`src/rtl/multimode_timer.sv`:
```
// multimode_timer
//   Four-digit BCD stopwatch/timer (SS.hh, one count step per TICK_DIV clocks)
//   driving a multiplexed four-digit 7-segment display.
//   The timer counts up or down, starting either from a fixed value or from
//   the switch preset. It stops when it reaches its terminal count.
//
// Ports
//   clk      in   system clock
//   reset    in   asynchronous active-high reset, clears all state
//   start    in   start/stop button, asynchronous to clk
//   load     in   reload button, asynchronous to clk
//   sw[15:0] in   [15:14] mode, [7:4] preset seconds tens, [3:0] preset seconds ones
//   an[3:0]  out  digit anodes, active low, an[0] = rightmost digit
//   sseg[6:0]out  segments {g,f,e,d,c,b,a}, active low
//   dp       out  decimal point, active low, lit only on digit 2
//   bcd[15:0]out  current count {d3,d2,d1,d0}
//   running  out  high while the FSM is in RUN
//   done     out  high while the FSM is in DONE
//
// Handshake: there is no valid/ready traffic. start and load are level inputs.
// Each one is synchronised and then edge-detected into a single-cycle pulse.
// That pulse is the only event the FSM acts on.
//
// Debug: o_dbg_state exposes the FSM state so checkers can bind to it.
module multimode_timer #(
  parameter int TICK_DIV    = 1000000,
  parameter int SCAN_BITS   = 20,
  parameter int SYNC_STAGES = 2
) (
  input  logic        clk,
  input  logic        reset,
  input  logic        start,
  input  logic        load,
  input  logic [15:0] sw,
  output logic [3:0]  an,
  output logic [6:0]  sseg,
  output logic        dp,
  output logic [15:0] bcd,
  output logic        running,
  output logic        done,
  output logic [1:0]  o_dbg_state
);

  localparam int PW = (TICK_DIV > 2) ? $clog2(TICK_DIV) : 1;
  localparam logic [PW-1:0] TICK_MAX = PW'(TICK_DIV - 1);

  typedef enum logic [1:0] {
    S_IDLE  = 2'd0,
    S_RUN   = 2'd1,
    S_PAUSE = 2'd2,
    S_DONE  = 2'd3
  } state_t;

  state_t                 r_state, w_state_next;
  logic [SYNC_STAGES-1:0] r_start_sync, r_load_sync;
  logic                   r_start_prev, r_load_prev;
  logic                   r_start_p, r_load_p;
  logic [PW-1:0]          r_presc;
  logic [SCAN_BITS-1:0]   r_scan;
  logic [15:0]            r_bcd;
  logic [1:0]             r_mode;
  logic                   r_running, r_done;

  logic [3:0]  w_pre_tens, w_pre_ones;
  logic [15:0] w_init, w_term_live, w_term_run, w_bcd_step;
  logic        w_tick, w_down;
  logic [3:0]  v_dig;
  logic        v_carry;
  logic [1:0]  w_sel;
  logic [3:0]  w_digit;
  logic        w_unused;

  // Only the mode and preset fields of sw are used.
  assign w_unused = ^sw[13:8];

  // Input synchronisers and rising-edge detectors. The pulse is registered.
  // This gives SYNC_STAGES+1 cycles from the input edge to the pulse.
  always_ff @(posedge clk or posedge reset) begin
    if (reset) begin
      r_start_sync <= '0;
      r_load_sync  <= '0;
      r_start_prev <= 1'b0;
      r_load_prev  <= 1'b0;
      r_start_p    <= 1'b0;
      r_load_p     <= 1'b0;
    end else begin
      r_start_sync <= {r_start_sync[SYNC_STAGES-2:0], start};
      r_load_sync  <= {r_load_sync[SYNC_STAGES-2:0], load};
      r_start_prev <= r_start_sync[SYNC_STAGES-1];
      r_load_prev  <= r_load_sync[SYNC_STAGES-1];
      r_start_p    <= r_start_sync[SYNC_STAGES-1] & ~r_start_prev;
      r_load_p     <= r_load_sync[SYNC_STAGES-1] & ~r_load_prev;
    end
  end

  // Preset digits above 9 are clamped so that bcd always stays decodable.
  assign w_pre_tens = (sw[7:4] > 4'd9) ? 4'd9 : sw[7:4];
  assign w_pre_ones = (sw[3:0] > 4'd9) ? 4'd9 : sw[3:0];

  // INIT always follows the live switches. IDLE and reload both use this value.
  always_comb begin
    w_init = 16'h0000;
    case (sw[15:14])
      2'b00:   w_init = 16'h0000;
      2'b01:   w_init = {w_pre_tens, w_pre_ones, 8'h00};
      2'b10:   w_init = 16'h9999;
      default: w_init = {w_pre_tens, w_pre_ones, 8'h00};
    endcase
  end

  assign w_term_live = sw[15] ? 16'h0000 : 16'h9999;
  assign w_term_run  = r_mode[1] ? 16'h0000 : 16'h9999;
  assign w_down      = r_mode[1];
  assign w_tick      = (r_state == S_RUN) && (r_presc == TICK_MAX);

  // One BCD step with ripple carry/borrow, least significant digit first.
  always_comb begin
    w_bcd_step = r_bcd;
    v_carry    = 1'b1;
    v_dig      = 4'd0;
    for (int i = 0; i < 4; i++) begin
      v_dig = r_bcd[4*i +: 4];
      if (v_carry) begin
        if (w_down) begin
          if (v_dig == 4'd0) begin
            w_bcd_step[4*i +: 4] = 4'd9;
            v_carry              = 1'b1;
          end else begin
            w_bcd_step[4*i +: 4] = v_dig - 4'd1;
            v_carry              = 1'b0;
          end
        end else begin
          if (v_dig == 4'd9) begin
            w_bcd_step[4*i +: 4] = 4'd0;
            v_carry              = 1'b1;
          end else begin
            w_bcd_step[4*i +: 4] = v_dig + 4'd1;
            v_carry              = 1'b0;
          end
        end
      end
    end
  end

  // Next-state logic. A reload takes priority over everything else.
  always_comb begin
    w_state_next = r_state;
    if (r_load_p) begin
      w_state_next = S_IDLE;
    end else begin
      case (r_state)
        S_IDLE: begin
          if (r_start_p)
            w_state_next = (w_init == w_term_live) ? S_DONE : S_RUN;
        end
        S_RUN: begin
          if (r_start_p)
            w_state_next = S_PAUSE;
          else if (w_tick && (w_bcd_step == w_term_run))
            w_state_next = S_DONE;
        end
        S_PAUSE: begin
          if (r_start_p) w_state_next = S_RUN;
        end
        default: w_state_next = S_DONE;
      endcase
    end
  end

  always_ff @(posedge clk or posedge reset) begin
    if (reset) begin
      r_state <= S_IDLE;
    end else begin
      r_state <= w_state_next;
    end
  end

  // Counter datapath. When start_p and tick fall in the same RUN cycle,
  // the counter pauses with bcd and the prescaler untouched.
  always_ff @(posedge clk or posedge reset) begin
    if (reset) begin
      r_presc   <= '0;
      r_scan    <= '0;
      r_bcd     <= 16'h0000;
      r_mode    <= 2'b00;
      r_running <= 1'b0;
      r_done    <= 1'b0;
    end else begin
      r_scan    <= r_scan + 1'b1;
      r_running <= (w_state_next == S_RUN);
      r_done    <= (w_state_next == S_DONE);
      if (r_load_p) begin
        r_presc <= '0;
        r_bcd   <= w_init;
      end else begin
        case (r_state)
          S_IDLE: begin
            r_presc <= '0;
            r_bcd   <= w_init;
            r_mode  <= sw[15:14];
          end
          S_RUN: begin
            if (!r_start_p) begin
              if (w_tick) begin
                r_presc <= '0;
                r_bcd   <= w_bcd_step;
              end else begin
                r_presc <= r_presc + 1'b1;
              end
            end
          end
          default: begin
          end
        endcase
      end
    end
  end

  // Display multiplexing. The top two scan bits pick the digit.
  assign w_sel = r_scan[SCAN_BITS-1 -: 2];

  always_comb begin
    an      = 4'b1110;
    dp      = 1'b1;
    w_digit = r_bcd[3:0];
    case (w_sel)
      2'b00: begin an = 4'b1110; w_digit = r_bcd[3:0];   end
      2'b01: begin an = 4'b1101; w_digit = r_bcd[7:4];   end
      2'b10: begin an = 4'b1011; w_digit = r_bcd[11:8]; dp = 1'b0; end
      default: begin an = 4'b0111; w_digit = r_bcd[15:12]; end
    endcase
  end

  always_comb begin
    sseg = 7'b1000000;
    case (w_digit)
      4'd0:    sseg = 7'b1000000;
      4'd1:    sseg = 7'b1111001;
      4'd2:    sseg = 7'b0100100;
      4'd3:    sseg = 7'b0110000;
      4'd4:    sseg = 7'b0011001;
      4'd5:    sseg = 7'b0010010;
      4'd6:    sseg = 7'b0000010;
      4'd7:    sseg = 7'b1111000;
      4'd8:    sseg = 7'b0000000;
      4'd9:    sseg = 7'b0010000;
      default: sseg = 7'b1111111;
    endcase
  end

  assign bcd         = r_bcd;
  assign running     = r_running;
  assign done        = r_done;
  assign o_dbg_state = r_state;

endmodule

```
`config.mk`:
```
export PLATFORM = sky130hd
export DESIGN_NAME = multimode_timer
export DESIGN_NICKNAME = d
export VERILOG_FILES = /design/src/rtl/multimode_timer.sv
export SDC_FILE = /design/constraint.sdc
export NUM_CORES = 1
export LEC_CHECK = 0
export CAP_MARGIN = 20
export CORE_MARGIN = 3
export CORE_UTILIZATION = 36
export CTS_CLUSTER_SIZE = 28
export DETAILED_ROUTE_END_ITERATION = 10
export GPL_TIMING_DRIVEN = 0
export SLEW_MARGIN = 20
export SYNTH_ARGS = -nofsm -noshare
export SYNTH_HDL_FRONTEND = slang
export SYNTH_SLANG_ARGS = --single-unit
```
`constraint.sdc`:
```
create_clock -name clk -period 2.32 [get_ports clk]
set_clock_uncertainty 0.2 [all_clocks]
set_input_delay 0.232 -clock clk [delete_from_list [all_inputs] [get_ports clk]]
set_output_delay 0.232 -clock clk [all_outputs]
set_load 0.1 [all_outputs]
```
==> impl_metrics.env <==
export IMPL_syn2layout_area_growth_pct=49.4
export IMPL_antenna_diode_count=0
export IMPL_numCtsBuffers=9
export IMPL_grt_pass1_wl_um=22800
export IMPL_edff_count_synth=0
export IMPL_vdd_ir_drop_worst_mv=0.439
export IMPL_maxCapViolations=0
export IMPL_regToRegSetupSlack_ns=-0.45
export IMPL_num_rows=40
export IMPL_route_final_wire_length_um=14400
export IMPL_post_route_drc_count=0
export IMPL_p_leak_nw=2.78
export IMPL_synth_cells_most_frequent="69 x sky130_fd_sc_hd__dfrtp_1, 50 x sky130_fd_sc_hd__nor2_1, 49 x sky130_fd_sc_hd__o21ai_0"
export IMPL_final_net_count=652
export IMPL_io_buffer_count=45
export IMPL_power_density_mw_per_mm2=1100
export IMPL_worst_pin_slew_ns=0.981
export IMPL_postSynthAreaPerCell_um2=8.78
export IMPL_cts_tree="done"
export IMPL_run_status="finished, violations left"
export IMPL_timing_critical_path_from_type="flop"
export IMPL_initial_core_util=0.372
export IMPL_crit_path_end_kind="primary output"
export IMPL_globalplace_congestion=0.896
export IMPL_max_freq_ghz=0.360
export IMPL_fin_crit_ns=2.78
export IMPL_synth_area_mm2=0.00450
export IMPL_clock_tree_buffer_depth=2
export IMPL_first_iter_violations=304
export IMPL_largest_net_degree_at_the_start_of_global_routing=46
export IMPL_maxSlewHeadroom=0.348
export IMPL_number_of_antenna_violations_at_the_first_check_in_global_routing=0
export IMPL_clock_insertion_delay_worst_skew_ns=0.34
export IMPL_cts_hold_buffers_added=0
export IMPL_crit_path_max_fanout=6
export IMPL_cts_root_buffer="sky130_fd_sc_hd__clkbuf_16"
export IMPL_postSynth_asyncResetShare=1.00
export IMPL_global_route_overflow_total=0
export IMPL_crit_type="reg2out"
export IMPL_rsz0062_at_grt="yes"
export IMPL_core_region_area_mm2=0.0121
export IMPL_synthesized_nets=540
export IMPL_number_of_endpoints_with_negative_hold_slack_in_the_final_report=0
export IMPL_fin_hold_ws_ns=0.0197
export IMPL_met3_wirelength_um=820
export IMPL_regToRegStartpoint="r_presc[0]$_DFFE_PP0P_"
export IMPL_grt_usage=0.203
export IMPL_drive_above_1_share=0.349
export IMPL_count_of_mapped_cells_out_of_synthesis=513
export IMPL_met2_length_um=7230
export IMPL_num_io_pins=52
export IMPL_final_period_utilization=1.20
export IMPL_synthDominantCellAreaShare=0.383
export IMPL_post_synth_top_area_cell="sky130_fd_sc_hd__dfrtp_1"
export IMPL_first_global_vias=4341
export IMPL_wl_met1_um=6060
export IMPL_antenna_left=0
export IMPL_synth_top_cells_by_area="sky130_fd_sc_hd__dfrtp_1 38%, sky130_fd_sc_hd__o21ai_0 5.4%, sky130_fd_sc_hd__nor2_1 4.2%"
export IMPL_cp_data_required_time_ns=1.89
export IMPL_final_core_occ=0.555
export IMPL_timing_final_ws_setup_ns=-0.459
export IMPL_die_area_mm2=0.0139
export IMPL_ys_dominant_reg_cell="sky130_fd_sc_hd__dfrtp_1"
export IMPL_cts_sinks=69
export IMPL_routed_via_count=4496
export IMPL_final_setup_viol_count=14
export IMPL_cts_htree_levels=3
export IMPL_failing_checks="setup timing"
export IMPL_yosys_register_bits=69
export IMPL_slew_viols_final=0
export IMPL_startpoint="bcd[9]$_DFFE_PP0P_"
export IMPL_holdCritPathClass="in2async"
export IMPL_die_width_um=118
export IMPL_dpl_hpwl_um=9280
export IMPL_dieHeight_um=118
export IMPL_path_clk_slew_ns=0.06
export IMPL_viasPerCell=5.63
export IMPL_synth_lib_cells_used_distinct=71
export IMPL_seq_area_frac_synth=0.383
export IMPL_synthMostInstantiatedCell="sky130_fd_sc_hd__dfrtp_1"
export IMPL_crit_arrival_ns=2.35
export IMPL_ys_warnings_count=0
export IMPL_dr_pass1_iters=4
export IMPL_detail_route_wl_per_cell_um=18.1
export IMPL_route_top_layer_used="met4"
==> power by group <==
part	switching, W	internal (W)	leakage (nW)
Combinational	0.00283	0.00179	1.78
Sequential	0.000172	0.00133	0.878
Clock	0.000534	0.000752	0.128
==> cell usage in the layout, fill, tap and decap left out, types with 4 or more instances in the layout <==
| cell type | n |
|---|---|
| sky130_fd_sc_hd__nand2b_1 | 4 |
| sky130_fd_sc_hd__xor2_1 | 15 |
| sky130_fd_sc_hd__mux2i_1 | 5 |
| sky130_fd_sc_hd__nor3_1 | 9 |
| sky130_fd_sc_hd__o21a_1 | 5 |
| sky130_fd_sc_hd__o21ai_1 | 7 |
| sky130_fd_sc_hd__a21oi_1 | 14 |
| sky130_fd_sc_hd__dlygate4sd2_1 | 12 |
| sky130_fd_sc_hd__clkbuf_1 | 5 |
| sky130_fd_sc_hd__ha_4 | 5 |
| sky130_fd_sc_hd__dfrtp_1 | 48 |
| sky130_fd_sc_hd__clkbuf_8 | 10 |
| sky130_fd_sc_hd__buf_6 | 14 |
| sky130_fd_sc_hd__buf_8 | 4 |
| sky130_fd_sc_hd__nand4_1 | 13 |
| sky130_fd_sc_hd__mux4_2 | 4 |
| sky130_fd_sc_hd__o21ai_0 | 39 |
| sky130_fd_sc_hd__o211ai_1 | 7 |
| sky130_fd_sc_hd__and4_1 | 4 |
| sky130_fd_sc_hd__nand2_1 | 42 |
| sky130_fd_sc_hd__nand3_1 | 24 |
| sky130_fd_sc_hd__inv_1 | 14 |
| sky130_fd_sc_hd__clkdlybuf4s50_1 | 20 |
| sky130_fd_sc_hd__buf_4 | 47 |
| sky130_fd_sc_hd__dfrtp_2 | 21 |
| sky130_fd_sc_hd__o22ai_1 | 4 |
| sky130_fd_sc_hd__nor2b_1 | 11 |
| sky130_fd_sc_hd__nor2_1 | 43 |
| sky130_fd_sc_hd__nor2_4 | 5 |
| sky130_fd_sc_hd__o21ai_2 | 6 |
| sky130_fd_sc_hd__buf_12 | 11 |
| sky130_fd_sc_hd__nor4_1 | 6 |
| sky130_fd_sc_hd__and3_1 | 5 |
| sky130_fd_sc_hd__nor2b_4 | 4 |
| sky130_fd_sc_hd__clkbuf_16 | 11 |
| sky130_fd_sc_hd__clkdlybuf4s15_2 | 4 |
| sky130_fd_sc_hd__xnor2_1 | 14 |
==> per-stage QoR <==
step	std cells	total power (W)	area, µm²	setup TNS [ns]	setup slack [ns]
after global placement	726	0.00492	5350	-94.50	-1.34
after global routing	798	0.00771	6730	-6.20	-0.539
after CTS	785	0.00701	6330	-4.43	-0.437
after floorplan	513	0.00413	4680	-4.78	-0.629
final	798	0.00740	6730	-4.57	-0.459
after detailed placement	727	0.00496	5380	-19.40	-1.39
==> logic make-up (layout without fill, tap and decap cells) <==
kind of cell,after synthesis,in the layout,share of synthesized area
simple gates,215,215,0.257
compound gates,132,132,0.190
xor+xnor,29,29,0.0564
flops,69,69,0.383
buf+inv,49,166,0.0553
fa+ha+maj,7,7,0.0194
mux,12,12,0.0383
==> metal layers <==
metal / track usage / vias to the layer above
li1: - / 2085
met1: 0.263 / 2219
met2: 0.343 / 161
met3: 0.0356 / 31
met4: 0.0667 / 0
met5: 0 / -
==> flip-flops by register name (all words and copies together) (netlist names) <==
register	cells
r_load_sync	2
r_mode	1
done	1
r_load_prev	1
r_start_sync	2
r_start_p	1
bcd	16
o_dbg_state	2
r_load_p	1
r_start_prev	1
running	1
r_presc	20
r_scan	20
==> critical path: stages (launching register included) <==
cell	delay [ns]
sky130_fd_sc_hd__dfrtp_2	0.44
sky130_fd_sc_hd__buf_8	0.13
sky130_fd_sc_hd__mux4_2	0.57
sky130_fd_sc_hd__buf_6	0.17
sky130_fd_sc_hd__ha_4	0.23
sky130_fd_sc_hd__nor2b_4	0.13
sky130_fd_sc_hd__o21ai_4	0.14
sky130_fd_sc_hd__buf_12	0.19
==> cell type report <==
type | instances | area, µm²
clock inverter | 5 | 36.3
buffer | 30 | 338
sequential | 69 | 1750
clock buffer | 11 | 243
tap | 168 | 210
multi-input combinational | 395 | 3020
inverter | 17 | 71.3
fill | 1118 | 5380
timing repair buffer | 103 | 1060
==> final timing paths <==
| path | cells after the start | endpoint |
|---|---|---|
| max in group asynchronous | 3 | r_presc[15]$_DFFE_PP0P_ |
| worst max register to register | 8 | running$_DFF_PP0_ |
| worst max-delay path | 7 | sseg[1] |
| min in group clk | 1 | r_load_sync[0]$_DFF_PP0_ |
| worst min-delay path | 2 | done$_DFF_PP0_ |
| worst min register to register | 0 | r_start_sync[1]$_DFF_PP0_ |
==> timing repair <==
| action | 4_1_cts | 5_1_grt |
|---|---|---|
| cloned | 0 | 1 |
| pin swaps | 17 | 22 |
| gates resized for setup | 151 | 69 |
| endpoints found under the setup margin | 63 | 46 |
| setup buffers | 44 | 13 |
No activity file was read; power rests on OpenSTA's default activity.
